$ cat config.mk
export PLATFORM = sky130hd
export DESIGN_NAME = uart_transmit_state_machine
export DESIGN_NICKNAME = d
export VERILOG_FILES = /design/src/rtl/uart_transmit_state_machine_pkg.sv /design/src/rtl/uart_transmit_state_machine_bitclk_edge_detect.sv /design/src/rtl/uart_transmit_state_machine.sv
export SDC_FILE = /design/constraint.sdc
export NUM_CORES = 1
export LEC_CHECK = 0
export BUFFER_PORTS_ARGS = -buffer_cell sky130_fd_sc_hd__buf_2
export CAP_MARGIN = 25
export CORE_UTILIZATION = 42
export CTS_BUF_LIST = sky130_fd_sc_hd__clkbuf_8 sky130_fd_sc_hd__clkbuf_16
export CTS_CLUSTER_SIZE = 25
export DETAILED_ROUTE_END_ITERATION = 8
export GPL_TIMING_DRIVEN = 0
export SLEW_MARGIN = 10
export SYNTH_ARGS = -nofsm -noshare
export SYNTH_HDL_FRONTEND = slang
export SYNTH_HIERARCHICAL = 1
export SYNTH_SLANG_ARGS = --single-unit
export TNS_END_PERCENT = 100
$ cat constraint.sdc
create_clock -name MCLK -period 2.6 [get_ports MCLK]
set_input_delay 0.13 -clock MCLK [delete_from_list [all_inputs] [get_ports MCLK]]
set_output_delay 0.13 -clock MCLK [all_outputs]
set_load 0.01 [all_outputs]
$ cat src/rtl/uart_transmit_state_machine_pkg.sv
// Shared definitions for the UART transmit path: frame-state encoding,
// data width, and the bit-ordering and parity helpers used at frame load.
package uart_transmit_state_machine_pkg;

  localparam int DATA_W = 8;

  typedef enum logic [2:0] {
    IDLE   = 3'd0,
    START  = 3'd1,
    DATA   = 3'd2,
    PARITY = 3'd3,
    STOP1  = 3'd4,
    STOP2  = 3'd5
  } txState_t;

  // Reorder a character so that bit 0 is always the first bit on the line.
  // In 7-bit mode the top bit is forced to 0 so it never leaks into the frame.
  function automatic logic [DATA_W-1:0] orderBits(input logic [DATA_W-1:0] data,
                                                  input logic msbFirst,
                                                  input logic sevenBit);
    logic [DATA_W-1:0] res;
    res = '0;
    for (int i = 0; i < DATA_W - 1; i++) begin
      if (!msbFirst)     res[i] = data[i];
      else if (sevenBit) res[i] = data[DATA_W-2-i];
      else               res[i] = data[DATA_W-1-i];
    end
    if (sevenBit)      res[DATA_W-1] = 1'b0;
    else if (msbFirst) res[DATA_W-1] = data[0];
    else               res[DATA_W-1] = data[DATA_W-1];
    return res;
  endfunction

  // Parity over the transmitted bits only: even -> XOR, odd -> XNOR.
  function automatic logic parityOf(input logic [DATA_W-1:0] data,
                                    input logic sevenBit,
                                    input logic evenParity);
    logic [DATA_W-1:0] used;
    used = sevenBit ? {1'b0, data[DATA_W-2:0]} : data;
    return evenParity ? (^used) : (~^used);
  endfunction

endpackage

$ cat src/rtl/uart_transmit_state_machine_bitclk_edge_detect.sv
// Turns the baud-rate clock into a one-MCLK bitTick on each rising edge,
// optionally behind a two-flop synchroniser when BITCLK is not MCLK-aligned.
module uart_transmit_state_machine_bitclk_edge_detect #(
  parameter int BITCLK_SYNC = 0
) (
  input  logic MCLK,
  input  logic reset_n,
  input  logic BITCLK,
  output logic bitTick
);

  logic bitClkS;
  logic bitClkPrev;

  generate
    if (BITCLK_SYNC != 0) begin : gSync
      logic [1:0] syncFf;
      // Two-flop synchroniser for an asynchronous BITCLK
      always_ff @(posedge MCLK or negedge reset_n) begin
        if (!reset_n) syncFf <= '0;
        else          syncFf <= {syncFf[0], BITCLK};
      end
      assign bitClkS = syncFf[1];
    end else begin : gDirect
      assign bitClkS = BITCLK;
    end
  endgenerate

  // Previous BITCLK level for rising-edge detection
  always_ff @(posedge MCLK or negedge reset_n) begin
    if (!reset_n) bitClkPrev <= 1'b0;
    else          bitClkPrev <= bitClkS;
  end

  assign bitTick = bitClkS & ~bitClkPrev;

endmodule

$ cat src/rtl/uart_transmit_state_machine.sv
// eUSCI_A UART transmit engine: one-deep TXBUF feeding a shift register,
// framing start / 7-8 data / optional parity / 1-2 stop bits on each bitTick.
module uart_transmit_state_machine
  import uart_transmit_state_machine_pkg::*;
#(
  parameter logic IDLE_LEVEL  = 1'b1,
  parameter int   BITCLK_SYNC = 0
) (
  input  logic              MCLK,
  input  logic              reset_n,
  input  logic              BITCLK,
  input  logic              wUCPEN,
  input  logic              wUCPAR,
  input  logic              wUCMSB,
  input  logic              wUC7BIT,
  input  logic              wUCSPB,
  input  logic              TxWrite,
  input  logic [DATA_W-1:0] TxData,
  output logic              Tx,
  output logic              TxBEN,
  output logic              rSetTxIFG,
  output logic              oSetTXCPTIFG,
  output logic              TxBusy
);

  txState_t          state;
  logic [DATA_W-1:0] txBuf;
  logic [DATA_W-1:0] shiftReg;
  logic              bufFull;
  logic [2:0]        bitCnt;
  logic              cfgPen;
  logic              cfgSpb;
  logic              cfg7Bit;
  logic              parBit;
  logic              bitTick;
  logic [2:0]        lastBit;
  logic              frameEnd;
  logic              loadFrame;

  uart_transmit_state_machine_bitclk_edge_detect #(
    .BITCLK_SYNC(BITCLK_SYNC)
  ) uEdge (
    .MCLK   (MCLK),
    .reset_n(reset_n),
    .BITCLK (BITCLK),
    .bitTick(bitTick)
  );

  assign lastBit   = cfg7Bit ? 3'd6 : 3'd7;
  // The tick that closes the final stop bit of the current frame
  assign frameEnd  = bitTick && ((state == STOP1 && !cfgSpb) || state == STOP2);
  // A waiting character starts on an idle tick or directly after the last stop bit
  assign loadFrame = bitTick && bufFull && (state == IDLE || frameEnd);
  assign TxBusy    = (state != IDLE);
  assign TxBEN     = TxBusy | bufFull;

  // Frame sequencer, TXBUF handling and registered line/interrupt outputs
  always_ff @(posedge MCLK or negedge reset_n) begin
    if (!reset_n) begin
      state        <= IDLE;
      Tx           <= IDLE_LEVEL;
      rSetTxIFG    <= 1'b0;
      oSetTXCPTIFG <= 1'b0;
      bufFull      <= 1'b0;
      txBuf        <= '0;
      shiftReg     <= '0;
      bitCnt       <= '0;
      cfgPen       <= 1'b0;
      cfgSpb       <= 1'b0;
      cfg7Bit      <= 1'b0;
      parBit       <= 1'b0;
    end else begin
      rSetTxIFG    <= 1'b0;
      oSetTXCPTIFG <= 1'b0;
      if (loadFrame) begin
        // Config is frozen here so mid-frame changes only affect the next frame
        state     <= START;
        Tx        <= 1'b0;
        shiftReg  <= orderBits(txBuf, wUCMSB, wUC7BIT);
        parBit    <= parityOf(txBuf, wUC7BIT, wUCPAR);
        cfgPen    <= wUCPEN;
        cfgSpb    <= wUCSPB;
        cfg7Bit   <= wUC7BIT;
        bufFull   <= 1'b0;
        rSetTxIFG <= 1'b1;
      end else if (frameEnd) begin
        state        <= IDLE;
        Tx           <= IDLE_LEVEL;
        oSetTXCPTIFG <= 1'b1;
      end else if (bitTick) begin
        case (state)
          START: begin
            state    <= DATA;
            Tx       <= shiftReg[0];
            shiftReg <= {1'b0, shiftReg[DATA_W-1:1]};
            bitCnt   <= 3'd0;
          end
          DATA: begin
            if (bitCnt == lastBit) begin
              if (cfgPen) begin
                state <= PARITY;
                Tx    <= parBit;
              end else begin
                state <= STOP1;
                Tx    <= 1'b1;
              end
            end else begin
              bitCnt   <= bitCnt + 3'd1;
              Tx       <= shiftReg[0];
              shiftReg <= {1'b0, shiftReg[DATA_W-1:1]};
            end
          end
          PARITY: begin
            state <= STOP1;
            Tx    <= 1'b1;
          end
          STOP1: begin
            state <= STOP2;
            Tx    <= 1'b1;
          end
          default: ;
        endcase
      end
      // A CPU write always wins the buffer, even on the transfer cycle
      if (TxWrite) begin
        txBuf   <= TxData;
        bufFull <= 1'b1;
      end
    end
  end

endmodule

### Word-level counts from Yosys, hierarchy flattened

Index checks and enable logic that the tools add are counted.

| operators by class | value |
|---|---|
| order comparisons | 0 |
| bitwise gates (word level) | 5 |
| $mul | 0 |
| multiplexer cells | 43 |
| div/mod/pow operators | 0 |
| equality and inequality tests | 10 |
| shift operators | 0 |
| $add $sub $neg | 1 |
| reduce and logical (&&, ||, !) cells | 23 |

Operator list:

| cell | number |
|---|---|
| 8-bit 2-to-1 mux | 5 |
| 1-bit 2-to-1 mux | 28 |
| 3-bit 2-to-1 mux | 6 |
| 8-bit case mux with 2 select lines | 1 |
| 3-bit case mux with 4 select lines | 1 |
| 3-bit nonzero test | 3 |
| 8-bit XNOR reduction | 1 |
| 8-bit XOR reduction | 1 |
| 3-bit by 2-bit == test with 1-bit output (second input constant) | 2 |
| 3-bit == test (second input constant) | 2 |
| 3-bit case mux with 2 select lines | 1 |
| 2-bit nonzero test | 3 |
| 6-bit nonzero test | 1 |
| 5-bit AND reduction | 1 |
| 5-bit nonzero test | 1 |
| 1-bit logical AND | 4 |
| 4-bit inequality test (second input constant) | 1 |
| 4-bit AND reduction | 1 |
| 3-bit by 1-bit adder with 3-bit output (second input constant) | 1 |
| 3-bit by 1-bit == test with 1-bit output (second input constant) | 1 |
| 3-bit == test | 1 |
| 3-bit zero test | 1 |
| 3-bit inequality test (second input constant) | 1 |
| 1-bit NOT | 3 |
| 10 further kinds | 11 |

| storage, ports and cells | value |
|---|---|
| bits in writable memories | 0 |
| register bits | 31 |
| logic and storage cells | 95 |
| output and inout bits | 5 |
| latch bits | 0 |
| bits of input ports | 17 |
| ROM bits | 0 |
| memories kept | 0 |

### Logic depth before layout (Yosys ltp)

Gate-level depths: netlist of the first run.

| logic depth | value |
|---|---|
| depth after elaboration | 8 |
| depth in mapped cells | 8 |
| mapped depth without buffers | 6 |

### Hierarchy

The synthesis of the first run kept the hierarchy.

Modules (own cells, without submodules):

| module | times used | cells each | sequential area each (um2) | area each (um2) |
|---|---|---|---|---|
| uart_transmit_state_machine | 1 | 164 | 752.0 | 1689.1 |
| uart_transmit_state_machine_bitclk_edge_detect | 1 | 2 | 25.0 | 38.8 |

### Worst setup path before layout of the first run

OpenSTA, ideal clock, no wires.

| path | value |
|---|---|
| path type | register -> register |
| from | reg uEdge.bitClkPrev |
| to | reg shiftReg[2] |
| setup time | 0.126 ns |
| period minus slack after synthesis | 1.840 ns |
| data required time | 2.474 ns |
| stages on the path, launching flop included | 9 |
| path buffers | 2 |
| arrival | 1.714 ns |
| setup slack | 0.760 ns |
| path through | dfrtp_1 nor2b_4 buf_2 nand2_1 or4_4 buf_6 clkinv_8 nor3_2 a221o_1 |

| between the ends | value |
|---|---|
| longest elaborated chain between the ends | 7 |
| elaborated cells on any way between the ends | 12 |
| classes of those cells | eq/ne: 2; mux: 1; bitwise: 2; reduce/logical: 7 |

RTL lines:

| element | line | text |
|---|---|---|
| from (decl) | uart_transmit_state_machine_bitclk_edge_detect.sv:13 | `logic bitClkPrev;` |
| from (signal assigned) | uart_transmit_state_machine_bitclk_edge_detect.sv:32 | `else bitClkPrev <= bitClkS;` |
| 1-bit NOT (*) | uart_transmit_state_machine_bitclk_edge_detect.sv:35 | `assign bitTick = bitClkS & ~bitClkPrev;` |
| 1-bit bitwise AND (*) | uart_transmit_state_machine_bitclk_edge_detect.sv:35 |  |
| via bitTick | uart_transmit_state_machine.sv:35 | `logic bitTick;` |
| 1-bit logical AND | uart_transmit_state_machine.sv:51 | `assign frameEnd = bitTick && ((state == STOP1 && !cfgSpb) \|\| state == STOP2);` |
| 1-bit logical OR | uart_transmit_state_machine.sv:53 | `assign loadFrame = bitTick && bufFull && (state == IDLE \|\| frameEnd);` |
| 1-bit logical AND (*) | uart_transmit_state_machine.sv:53 |  |
| via loadFrame | uart_transmit_state_machine.sv:38 | `logic loadFrame;` |
| 3-bit inequality test (no line) (tied with other cells) | - |  |
| 4-bit AND reduction (no line) | - |  |
| to (signal assigned) | uart_transmit_state_machine.sv:79 | `shiftReg <= orderBits(txBuf, wUCMSB, wUC7BIT);` |
| to (signal assigned) | uart_transmit_state_machine.sv:95 | `shiftReg <= {1'b0, shiftReg[DATA_W-1:1]};` |
| to (signal assigned) | uart_transmit_state_machine.sv:110 | `shiftReg <= {1'b0, shiftReg[DATA_W-1:1]};` |
| to (decl) | uart_transmit_state_machine.sv:28 | `logic [DATA_W-1:0] shiftReg;` |

Mark *: on every way through the listed nets, which the timed path passes. The rest lies on a longest branch.
A chain may end at the register's enable or synchronous reset.

### Final worst setup path of the first run

| path | value |
|---|---|
| from | in BITCLK |
| to | reg shiftReg[4] |

| between the ends | value |
|---|---|
| longest elaborated chain between the ends | 6 |
| elaborated cells on any way between the ends | 11 |
| classes of those cells | eq/ne: 2; mux: 1; bitwise: 1; reduce/logical: 7 |

RTL lines:

| element | line | text |
|---|---|---|
| from (decl) | uart_transmit_state_machine.sv:11 | `input logic BITCLK,` |
| 1-bit bitwise AND (*) | uart_transmit_state_machine_bitclk_edge_detect.sv:35 |  |
| via bitTick | uart_transmit_state_machine.sv:35 |  |
| 1-bit logical AND | uart_transmit_state_machine.sv:51 |  |
| 1-bit logical OR | uart_transmit_state_machine.sv:53 |  |
| 1-bit logical AND (*) | uart_transmit_state_machine.sv:53 |  |
| via loadFrame | uart_transmit_state_machine.sv:38 |  |
| 3-bit inequality test (no line) (tied with other cells) | - |  |
| 4-bit AND reduction (no line) | - |  |

Marks and branches as above.

==> results of run 1 <==
## power groups by stage
stage | combinational (uW) | sequential, uW | clock [uW]
detailed placement | 684 | 766 | 0
floorplan | 537 | 738 | 0
global route | 775 | 779 | 378
CTS | 689 | 759 | 356
global placement | 666 | 759 | 0
finish | 687 | 760 | 346
## per-layer routing
layer,vias to the layer above,part of all wire,track usage
met5,-,0,0
li1,664,-,-
met2,33,0.48,0.297
met3,9,0.053,0.0466
met4,0,0.017,0.0984
met1,703,0.45,0.254
## path summary, 6_finish.rpt
| check | startpoint | endpoint | slack [ps] | depth (start not counted) |
|---|---|---|---|---|
| setup reg to reg | uEdge/bitClkPrev$_DFF_PN0_ | shiftReg[4]$_DFFE_PN0P_ | 620 | 8 |
| min in group asynchronous | reset_n | shiftReg[5]$_DFFE_PN0P_ | 420 | 2 |
| setup / recovery | BITCLK | shiftReg[4]$_DFFE_PN0P_ | 520 | 10 |
| hold reg to reg | Tx$_DFFE_PN1P_ | Tx$_DFFE_PN1P_ | 470 | 2 |
| max in group asynchronous | reset_n | oSetTXCPTIFG$_DFF_PN0_ | 1730 | 2 |
| hold / removal | wUCSPB | cfgSpb$_DFFE_PN0P_ | 40 | 3 |
## registers in the layout, indices dropped and copies added (netlist names)
name	cells
cfg7Bit	1
Tx	1
bufFull	1
rSetTxIFG	1
shiftReg	8
cfgPen	1
bitCnt	3
cfgSpb	1
parBit	1
state	3
txBuf	8
uEdge/bitClkPrev	1
oSetTXCPTIFG	1
## critical path: cells and delay by family
| kind | cells | cell delay [ps] |
|---|---|---|
| buffers and inverters | 5 | 1060 |
| and+or+nand+nor | 4 | 760 |
| AOI/OAI and AO/OA | 1 | 310 |
## kinds of logic (layout without fill, tap and decap cells)
group | count (synthesis) | after routing | synth area share
fa+ha+maj | 1 | 1 | 0.00724
xor+xnor | 9 | 9 | 0.0536
mux | 16 | 16 | 0.0985
simple gates | 58 | 58 | 0.187
buf+inv | 14 | 43 | 0.0492
compound gates | 37 | 37 | 0.155
flops | 31 | 31 | 0.450
## cell type report
class	instances	area, um^2
fill	371	1820
sequential	31	777
clock buffer	5	68.8
timing repair buffer	21	115
tap	48	60.1
buffer	10	57.6
clock inverter	3	11.3
inverter	4	27.5
multi-input combinational	121	866
## stage by stage
| step | util | hold WS, ps | total power [uW] | cell area, um^2 |
|---|---|---|---|---|
| 3_5_place_dp | 0.496 | 213 | 1450 | 1880 |
| 5_1_grt | 0.522 | 58.8 | 1930 | 1980 |
| 4_1_cts | 0.522 | 42.4 | 1800 | 1980 |
| 2_1_floorplan | - | -166 | 1270 | 1730 |
| 3_3_place_gp | 0.496 | 211 | 1430 | 1880 |
| 6_report | 0.522 | 43.9 | 1790 | 1980 |
## repair_timing
item,4_1_cts,5_1_grt
hold endpoints to repair,31,0
hold buffers,2,0
gates resized for setup,0,0
## cells in the final DEF, fill, tap and decap left out, types with 2 or more instances in the layout
| master | instances |
|---|---|
| a211oi_1 | 4 |
| a21boi_0 | 2 |
| a21o_1 | 2 |
| a21oi_1 | 4 |
| a221o_1 | 4 |
| a31oi_1 | 4 |
| buf_2 | 23 |
| buf_6 | 2 |
| clkbuf_1 | 4 |
| clkbuf_8 | 5 |
| dfrtp_1 | 30 |
| dlygate4sd3_1 | 2 |
| inv_1 | 6 |
| mux2_2 | 8 |
| mux2i_1 | 8 |
| nand2_1 | 18 |
| nand2b_1 | 3 |
| nand3_1 | 10 |
| nand4_1 | 2 |
| nor2_1 | 9 |
| nor2b_1 | 4 |
| o211a_1 | 2 |
| o21ai_0 | 7 |
| xnor2_1 | 7 |
==> results.py, run 1 <==
metrics = {
    "timing": {
        "rsz0062_at_grt": "false",
        "setup_tns_ps": 0,
        "setup_viol_count_final": 0,
        "slew_headroom": 0.550,
        "fmax_mhz": 482,
        "worst_pin_slew_ps": 674,
        "hold_viol": 0,
        "finalCritPeriodShare": 0.799,
        "skew_ps": 7.48,
        "finalMaxSlewViolations": 0,
        "fin_crit_ps": 2080,
        "setup_ws_ps": 524,
    },
    "cts": {
        "postCtsSetupBuffers": 0,
        "clkTransAtPathRegs_ps": 60,
        "worstSkewPairLatency_ps": 280,
        "clock_path_buffers": 2,
        "cts_inserted_buffers": 5,
        "cts.sinks": 31,
        "cts_max_level": 2,
        "cts_tree": "yes",
        "cts-root-buf": "clkbuf_8",
    },
    "grt": {
        "gr-total-overflow": 0,
        "grt_first_pass_wirelength_mm": 6.27,
        "antenna_found_initial": 0,
        "grt_pass1_vias": 1383,
        "grt_max_degree": 32,
        "track_usage": 0.194,
    },
    "floorplan": {
        "die_h_um": 66.1,
        "core_area_um2": 3800,
        "die_area_um2": 4370,
        "chipWidth_um": 66.1,
        "io_pins": 22,
        "rows": 22,
        "start_util": 0.455,
    },
    "power_and_ir_drop": {
        "seqPwrFrac": 0.424,
        "power_density_nw_per_um2": 904,
        "internal_power_uw": 1140,
        "peakVddDrop_uv": 377,
        "combPwrFrac": 0.383,
        "p_switching_uw": 653,
        "p_clk_frac": 0.193,
        "swShare": 0.364,
        "leakagePower_uw": 0.000905,
    },
    "routing": {
        "vias": 1409,
        "vias_per_cell": 5.80,
        "drtPass1Iterations": 4,
        "totalWireLength_mm": 3.59,
        "post_drt_wl_per_cell_um": 14.8,
        "antenna_left": 0,
        "drc": 0,
        "drt_iter0_drc": 70,
    },
    "logic_synthesis": {
        "synth.distinct_cells": 47,
        "mappedNetlistNets": 184,
        "synth_top_area_share": 0.434,
        "syn_area_per_cell_um2": 10.4,
        "ys_ff_latch": 31,
        "async_flop_share": 1.00,
        "synth_area_leaders": "dfrtp_1, mux2_2, mux2i_1",
        "synth_largest_area_cell": "dfrtp_1",
        "ys.flop_type": "dfrtp_1",
        "syn_inst": 166,
        "synthMostInstantiatedCell": "dfrtp_1",
        "seq_area_frac_synth": 0.450,
        "synth_edf_count": 0,
        "synth_top_cells_by_count": "dfrtp_1, nand2_1, nand3_1",
        "yosys_warnings": 6,
        "synth_area_um2": 1730,
    },
    "placement": {
        "port_buffers": 19,
        "dp_hpwl_mm": 2.62,
        "place_ws_ps": 615,
        "gp_congestion": 0.894,
        "dp.cells": 233,
    },
    "setup_path": {
        "crit_top_cell": "buf_2",
        "max_stage_delay_ps": 520,
        "path_max_fanout": 10,
        "slowest_stage": "dlygate4sd3_1",
        "cp.required_ps": 2770,
        "crit_chain": "dlygate4sd3_1, buf_2, nor2b_4, buf_2, nand2_1, or4_4, buf_6, clkinv_8, nor3_2, a221o_1",
        "crit_path_start_kind": "primary input",
        "cp-end-kind": "flip-flop",
        "critPathArrivalTime_ps": 2250,
        "crit_type": "primary input to flip-flop",
    },
    "cells_and_area": {
        "nets": 212,
        "drive_gt1_frac": 0.231,
        "area_growth_pct": 14.8,
        "n_antenna_cell": 0,
        "fin_cells": 243,
    },
    "outcome": {
        "status": "completed",
    },
    "flow_run": {
        "drv_cap": 0,
    },
    "worst_hold_path": {
        "min_path_type": "primary input to flip-flop",
    },
}
(Power assumes the default switching activity.)
==> run 2: changes to the inputs <==
clock period = 1.9 ns   (was 2.6 ns; I/O delays follow)
==> run 2 against run 1 <==
Clock skew down 1.0 ps. Combinational power up 48%. Final cell count up 2.1%. Critical path depth down 3. Worst hold slack worse by 36 ps. Sequential share of layout area down 1.1 points. Sequential power up 37%. First-iteration DRC count down 34%. Sequential cell count unchanged. Via count up 0.50%. Largest power group unchanged. Highest routed layer unchanged.
==> results.py, run 2 (synthesis results as in run 1) <==
metrics = {
    "floorplan": {
        "die_h_um": 66.1,
        "core_area_um2": 3800,
        "start_util": 0.455,
        "io_pins": 22,
        "chipWidth_um": 66.1,
        "die_area_um2": 4370,
        "rows": 22,
    },
    "timing": {
        "fin_crit_ps": 1840,
        "rsz0062_at_grt": "true",
        "worst_pin_slew_ps": 678,
        "skew_ps": 6.47,
        "setup_tns_ps": 0,
        "slew_headroom": 0.548,
        "fmax_mhz": 545,
        "finalCritPeriodShare": 0.966,
        "setup_viol_count_final": 0,
        "hold_viol": 0,
        "finalMaxSlewViolations": 0,
        "whs_ps": 8.14,
    },
    "cells_and_area": {
        "utilization": 0.537,
        "area_growth_pct": 18.0,
        "n_antenna_cell": 0,
        "layout_commonest_cell": "dfrtp_1",
        "final_area_um2": 2040,
        "drive_gt1_frac": 0.260,
        "nets": 217,
        "final_cell_mix": "dfrtp_1, buf_2, nand2_1, nand3_1, nor2_1",
        "reg.largest.list": "shiftReg (8), txBuf (8)",
    },
    "grt": {
        "grt_first_pass_wirelength_mm": 6.42,
        "grt_pass1_vias": 1396,
        "antenna_found_initial": 0,
        "track_usage": 0.199,
        "gr-total-overflow": 0,
        "grt_max_degree": 32,
    },
    "cts": {
        "cts_tree": "yes",
        "cts_max_level": 2,
        "cts.sinks": 31,
        "cts_inserted_buffers": 5,
        "cts-root-buf": "clkbuf_8",
        "clkTransAtPathRegs_ps": 60,
        "worstSkewPairLatency_ps": 280,
        "clock_path_buffers": 2,
    },
    "routing": {
        "drc": 0,
        "drtPass1Iterations": 4,
        "vias": 1416,
        "totalWireLength_mm": 3.74,
        "vias_per_cell": 5.71,
        "antenna_left": 0,
        "drt_iter0_drc": 46,
        "post_drt_wl_per_cell_um": 15.1,
    },
    "placement": {
        "gp_congestion": 0.894,
        "dp_hpwl_mm": 2.62,
        "place_area_um2": 1880,
        "port_buffers": 19,
    },
    "worst_hold_path": {
        "min_path_type": "primary input to flip-flop",
    },
    "power_and_ir_drop": {
        "p_clk_frac": 0.187,
        "p_switching_uw": 920,
        "seqPwrFrac": 0.409,
        "power_density_nw_per_um2": 1240,
        "peakVddDrop_uv": 530,
        "leakagePower_uw": 0.000936,
        "swShare": 0.363,
        "combPwrFrac": 0.404,
        "internal_power_uw": 1620,
    },
    "setup_path": {
        "crit_chain": "nor2b_4, nand2_1, or4_4, buf_6, clkinv_8, nor3_2, a221o_1",
        "crit_type": "flip-flop to flip-flop",
        "max_stage_delay_ps": 510,
        "crit_path_start_kind": "flip-flop",
        "cp-end-kind": "flip-flop",
        "cp.required_ps": 2070,
        "slowest_stage": "or4_4",
        "path_max_fanout": 10,
        "critPathArrivalTime_ps": 2010,
    },
    "flow_run": {
        "drv_cap": 0,
    },
    "outcome": {
        "status": "completed",
    },
}
run 2: cell count changes in the layout (fill, tap and decap cells not counted):
cell	previous run	this run
nor3b_2	1	0
buf_2	23	21
buf_4	0	8
nand2_1	18	17
nor3b_4	0	1
nand2_2	0	1
clkbuf_1	4	3
run 2: cell type report:
type | instances | area [um^2]
Sequential cell | 31 | 777
Multi-Input combinational cell | 121 | 875
Clock inverter | 3 | 11.3
Tap cell | 48 | 60.1
Timing Repair Buffer | 28 | 168
Fill cell | 368 | 1760
Inverter | 4 | 27.5
Clock buffer | 5 | 68.8
Buffer | 8 | 51.3
run 2: final timing paths:
| check | startpoint | end | slack [ps] | cells after the start |
|---|---|---|---|---|
| min reg2reg | Tx$_DFFE_PN1P_ | Tx$_DFFE_PN1P_ | 470 | 2 |
| min | wUCSPB | cfgSpb$_DFFE_PN0P_ | 8 | 3 |
| min in group asynchronous | reset_n | shiftReg[5]$_DFFE_PN0P_ | 390 | 2 |
| max reg2reg | uEdge/bitClkPrev$_DFF_PN0_ | shiftReg[4]$_DFFE_PN0P_ | 60 | 7 |
| max in group asynchronous | reset_n | oSetTXCPTIFG$_DFF_PN0_ | 1060 | 2 |
| max | uEdge/bitClkPrev$_DFF_PN0_ | shiftReg[4]$_DFFE_PN0P_ | 60 | 7 |
run 2: repair_timing:
item / in CTS / in global routing
resized for setup: 0 / 4
hold buffers: 2 / 0
endpoints found under the setup margin: 9 / 13
setup buffers: 2 / 5
pin swaps: 0 / 2
endpoints found under the hold margin: 31 / 0
run 2: per-layer routing:
layer	up-vias	GRT usage	share of wire	routed length, um
li1	670	-	-	-
met3	6	0.0466	0.050	189
met4	0	0.0984	0.0093	35
met1	704	0.267	0.45	1700
met2	36	0.301	0.49	1820
met5	-	0	0	0
run 2: worst max-delay path: cells and delay by family (launching register included):
kind | cells | cell delay (ps)
buffers and inverters | 2 | 240
DFF | 1 | 390
and+or+nand+nor | 4 | 780
AOI/OAI and AO/OA | 1 | 310
run 2: power groups by stage:
stage | clock (uW) | combinational [uW] | sequential, uW
3_5_place_dp | 0 | 935 | 1050
6_report | 474 | 1020 | 1040
2_1_floorplan | 0 | 734 | 1010
3_3_place_gp | 0 | 911 | 1040
5_1_grt | 517 | 1140 | 1070
4_1_cts | 487 | 946 | 1040
run 2: through the flow:
stage | std cells | total power, uW | setup slack [ps]
floorplan | 166 | 1740 | 59.9
global placement | 233 | 1950 | -67.4
detailed placement | 233 | 1980 | -85.0
CTS | 244 | 2470 | 24.5
global route | 248 | 2720 | -13.1
finish | 248 | 2540 | 64.6
==> run 3: changes to the inputs <==
CORE_UTILIZATION = 44   (was 42)
PLACE_DENSITY = 0.66   (was unset)
==> run 3 against run 2 <==
Final cell count decreased by 2.0%. Global-route usage is 0.52 points lower. Core utilization grew 0.55 points. Via count shrank 5.2%. Highest routed layer unchanged. Sequential power barely moved. Non-clock buffer count fell by 4. Die area fell by 4.4%. Worst hold slack improved by 10 ps.
==> results.py, run 3 (synthesis results as in run 1) <==
metrics = {
    "outcome": {
        "status": "completed",
    },
    "timing": {
        "whs_ps": 18.2,
        "rsz0062_at_grt": "true",
        "slew_headroom": 0.554,
        "worst_pin_slew_ps": 669,
        "setup_viol_count_final": 0,
        "finalMaxSlewViolations": 0,
        "finalCritPeriodShare": 0.982,
        "hold_viol": 0,
        "fin_crit_ps": 1870,
        "fmax_mhz": 536,
        "skew_ps": 11.8,
    },
    "floorplan": {
        "io_pins": 22,
        "die_h_um": 64.7,
        "chipWidth_um": 64.7,
        "rows": 22,
        "die_area_um2": 4180,
        "start_util": 0.465,
        "core_area_um2": 3720,
    },
    "cts": {
        "cts_tree": "yes",
        "clock_path_buffers": 2,
        "cts_max_level": 2,
        "clkTransAtPathRegs_ps": 70,
        "cts-root-buf": "clkbuf_8",
        "worstSkewPairLatency_ps": 280,
        "cts.sinks": 31,
        "cts_inserted_buffers": 5,
    },
    "grt": {
        "grt_pass1_vias": 1280,
        "grt_first_pass_wirelength_mm": 6.19,
        "track_usage": 0.194,
        "gr-total-overflow": 0,
        "antenna_found_initial": 0,
        "grt_max_degree": 32,
    },
    "cells_and_area": {
        "drive_gt1_frac": 0.251,
        "final_cell_mix": "dfrtp_1, buf_2, nand2_1, nand3_1, nor2_1",
        "seq_area_um2": 777,
        "nets": 213,
        "utilization": 0.542,
        "area_growth_pct": 16.6,
        "n_antenna_cell": 0,
        "final_area_um2": 2010,
        "fill_cells": 330,
        "multiInputGateArea_um2": 872,
        "reg.largest.list": "shiftReg (8), txBuf (8)",
        "layout_commonest_cell": "dfrtp_1",
    },
    "flow_run": {
        "drv_cap": 0,
    },
    "worst_hold_path": {
        "min_path_type": "primary input to flip-flop",
    },
    "routing": {
        "drc": 0,
        "post_drt_wl_per_cell_um": 14.1,
        "drt_iter0_drc": 55,
        "vias_per_cell": 5.52,
        "drtPass1Iterations": 4,
        "vias": 1342,
        "antenna_left": 0,
        "totalWireLength_mm": 3.44,
    },
    "setup_path": {
        "crit_path_start_kind": "flip-flop",
        "regToRegSetupSlack_ps": 30,
        "path_max_fanout": 9,
        "slowest_stage": "or4_4",
        "critPathBufInv": 3,
        "crit_type": "flip-flop to flip-flop",
        "cp_top_family": "simple AND/OR/NAND/NOR gates",
        "cp.required_ps": 2060,
        "critPathArrivalTime_ps": 2020,
        "cp-end-kind": "flip-flop",
        "max_stage_delay_ps": 480,
        "crit_chain": "buf_6, nor2b_1, or4_4, buf_8, clkinv_8, nor3_2, a221o_1",
    },
    "placement": {
        "dp_hpwl_mm": 2.50,
        "port_buffers": 19,
        "gp_congestion": 0.847,
        "place_area_um2": 1880,
    },
    "power_and_ir_drop": {
        "peakVddDrop_uv": 648,
        "leakagePower_uw": 0.000911,
        "power_density_nw_per_um2": 1260,
        "fin_total_pwr_uw": 2530,
    },
}
run 3: changes by cell type in the layout (fill, tap and decap cells not counted), sizes merged:
cell	change
buf	-5
inv	-3
clkbuf	+2
clkinv	+1
run 3: layout make-up:
type	count	share of cell area
Timing Repair Buffer	24	0.0683
Clock inverter	1	0.00248
Buffer	8	0.0261
Clock buffer	6	0.0410
Sequential cell	31	0.386
Tap cell	48	0.0298
Multi-Input combinational cell	121	0.433
Inverter	4	0.0137
run 3: worst reg2reg max path, cell delays in order (launching register included):
cell	delay [ps]
dfrtp_1	380
buf_6	140
nor2b_1	130
or4_4	480
buf_8	150
clkinv_8	60
nor3_2	60
a221o_1	350
run 3: where the power goes:
group          leakage, uW  switching (uW)  internal, uW  total (uW)
clock            0.0000470             235           284         518
combinational     0.000486             509           462         971
sequential        0.000378             164           877        1040
run 3: routing by layer:
layer  up-vias  wire [um]  track usage
met5         -          0            0
met4         0         47       0.0833
met3         5        136       0.0387
met2        31       1640        0.297
met1       640       1610        0.267
li1        666          -            -
run 3: final timing paths:
check                                     start                      end  depth (start not counted)
hold reg to reg                  Tx$_DFFE_PN1P_           Tx$_DFFE_PN1P_                          2
min in group asynchronous               reset_n     state[1]$_DFFE_PN0P_                          2
hold / removal                           wUCSPB       cfgSpb$_DFFE_PN0P_                          3
max in group asynchronous               reset_n       cfgPen$_DFFE_PN0P_                          2
setup / recovery           state[0]$_DFFE_PN0P_  shiftReg[1]$_DFFE_PN0P_                          7
setup reg to reg           state[0]$_DFFE_PN0P_  shiftReg[1]$_DFFE_PN0P_                          7
run 3: what timing repair did:
action | 4_1_cts | 5_1_grt
pin swaps | 1 | 1
endpoints found under the setup margin | 9 | 4
resized for setup | 0 | 2
hold endpoints to repair | 31 | 0
gates cloned | 0 | 0
hold buffers | 2 | 0
buffers inserted | 2 | 2
run 3: stage by stage:
| stage | TNS [ps] | std cells | worst slack (ps) |
|---|---|---|---|
| finish | 0 | 243 | 34.8 |
| global route | -79.9 | 243 | -30.7 |
| CTS | 0 | 243 | 28.8 |
| detailed placement | -318 | 233 | -95.7 |
| global placement | -189 | 233 | -46.2 |
| floorplan | 0 | 166 | 59.9 |
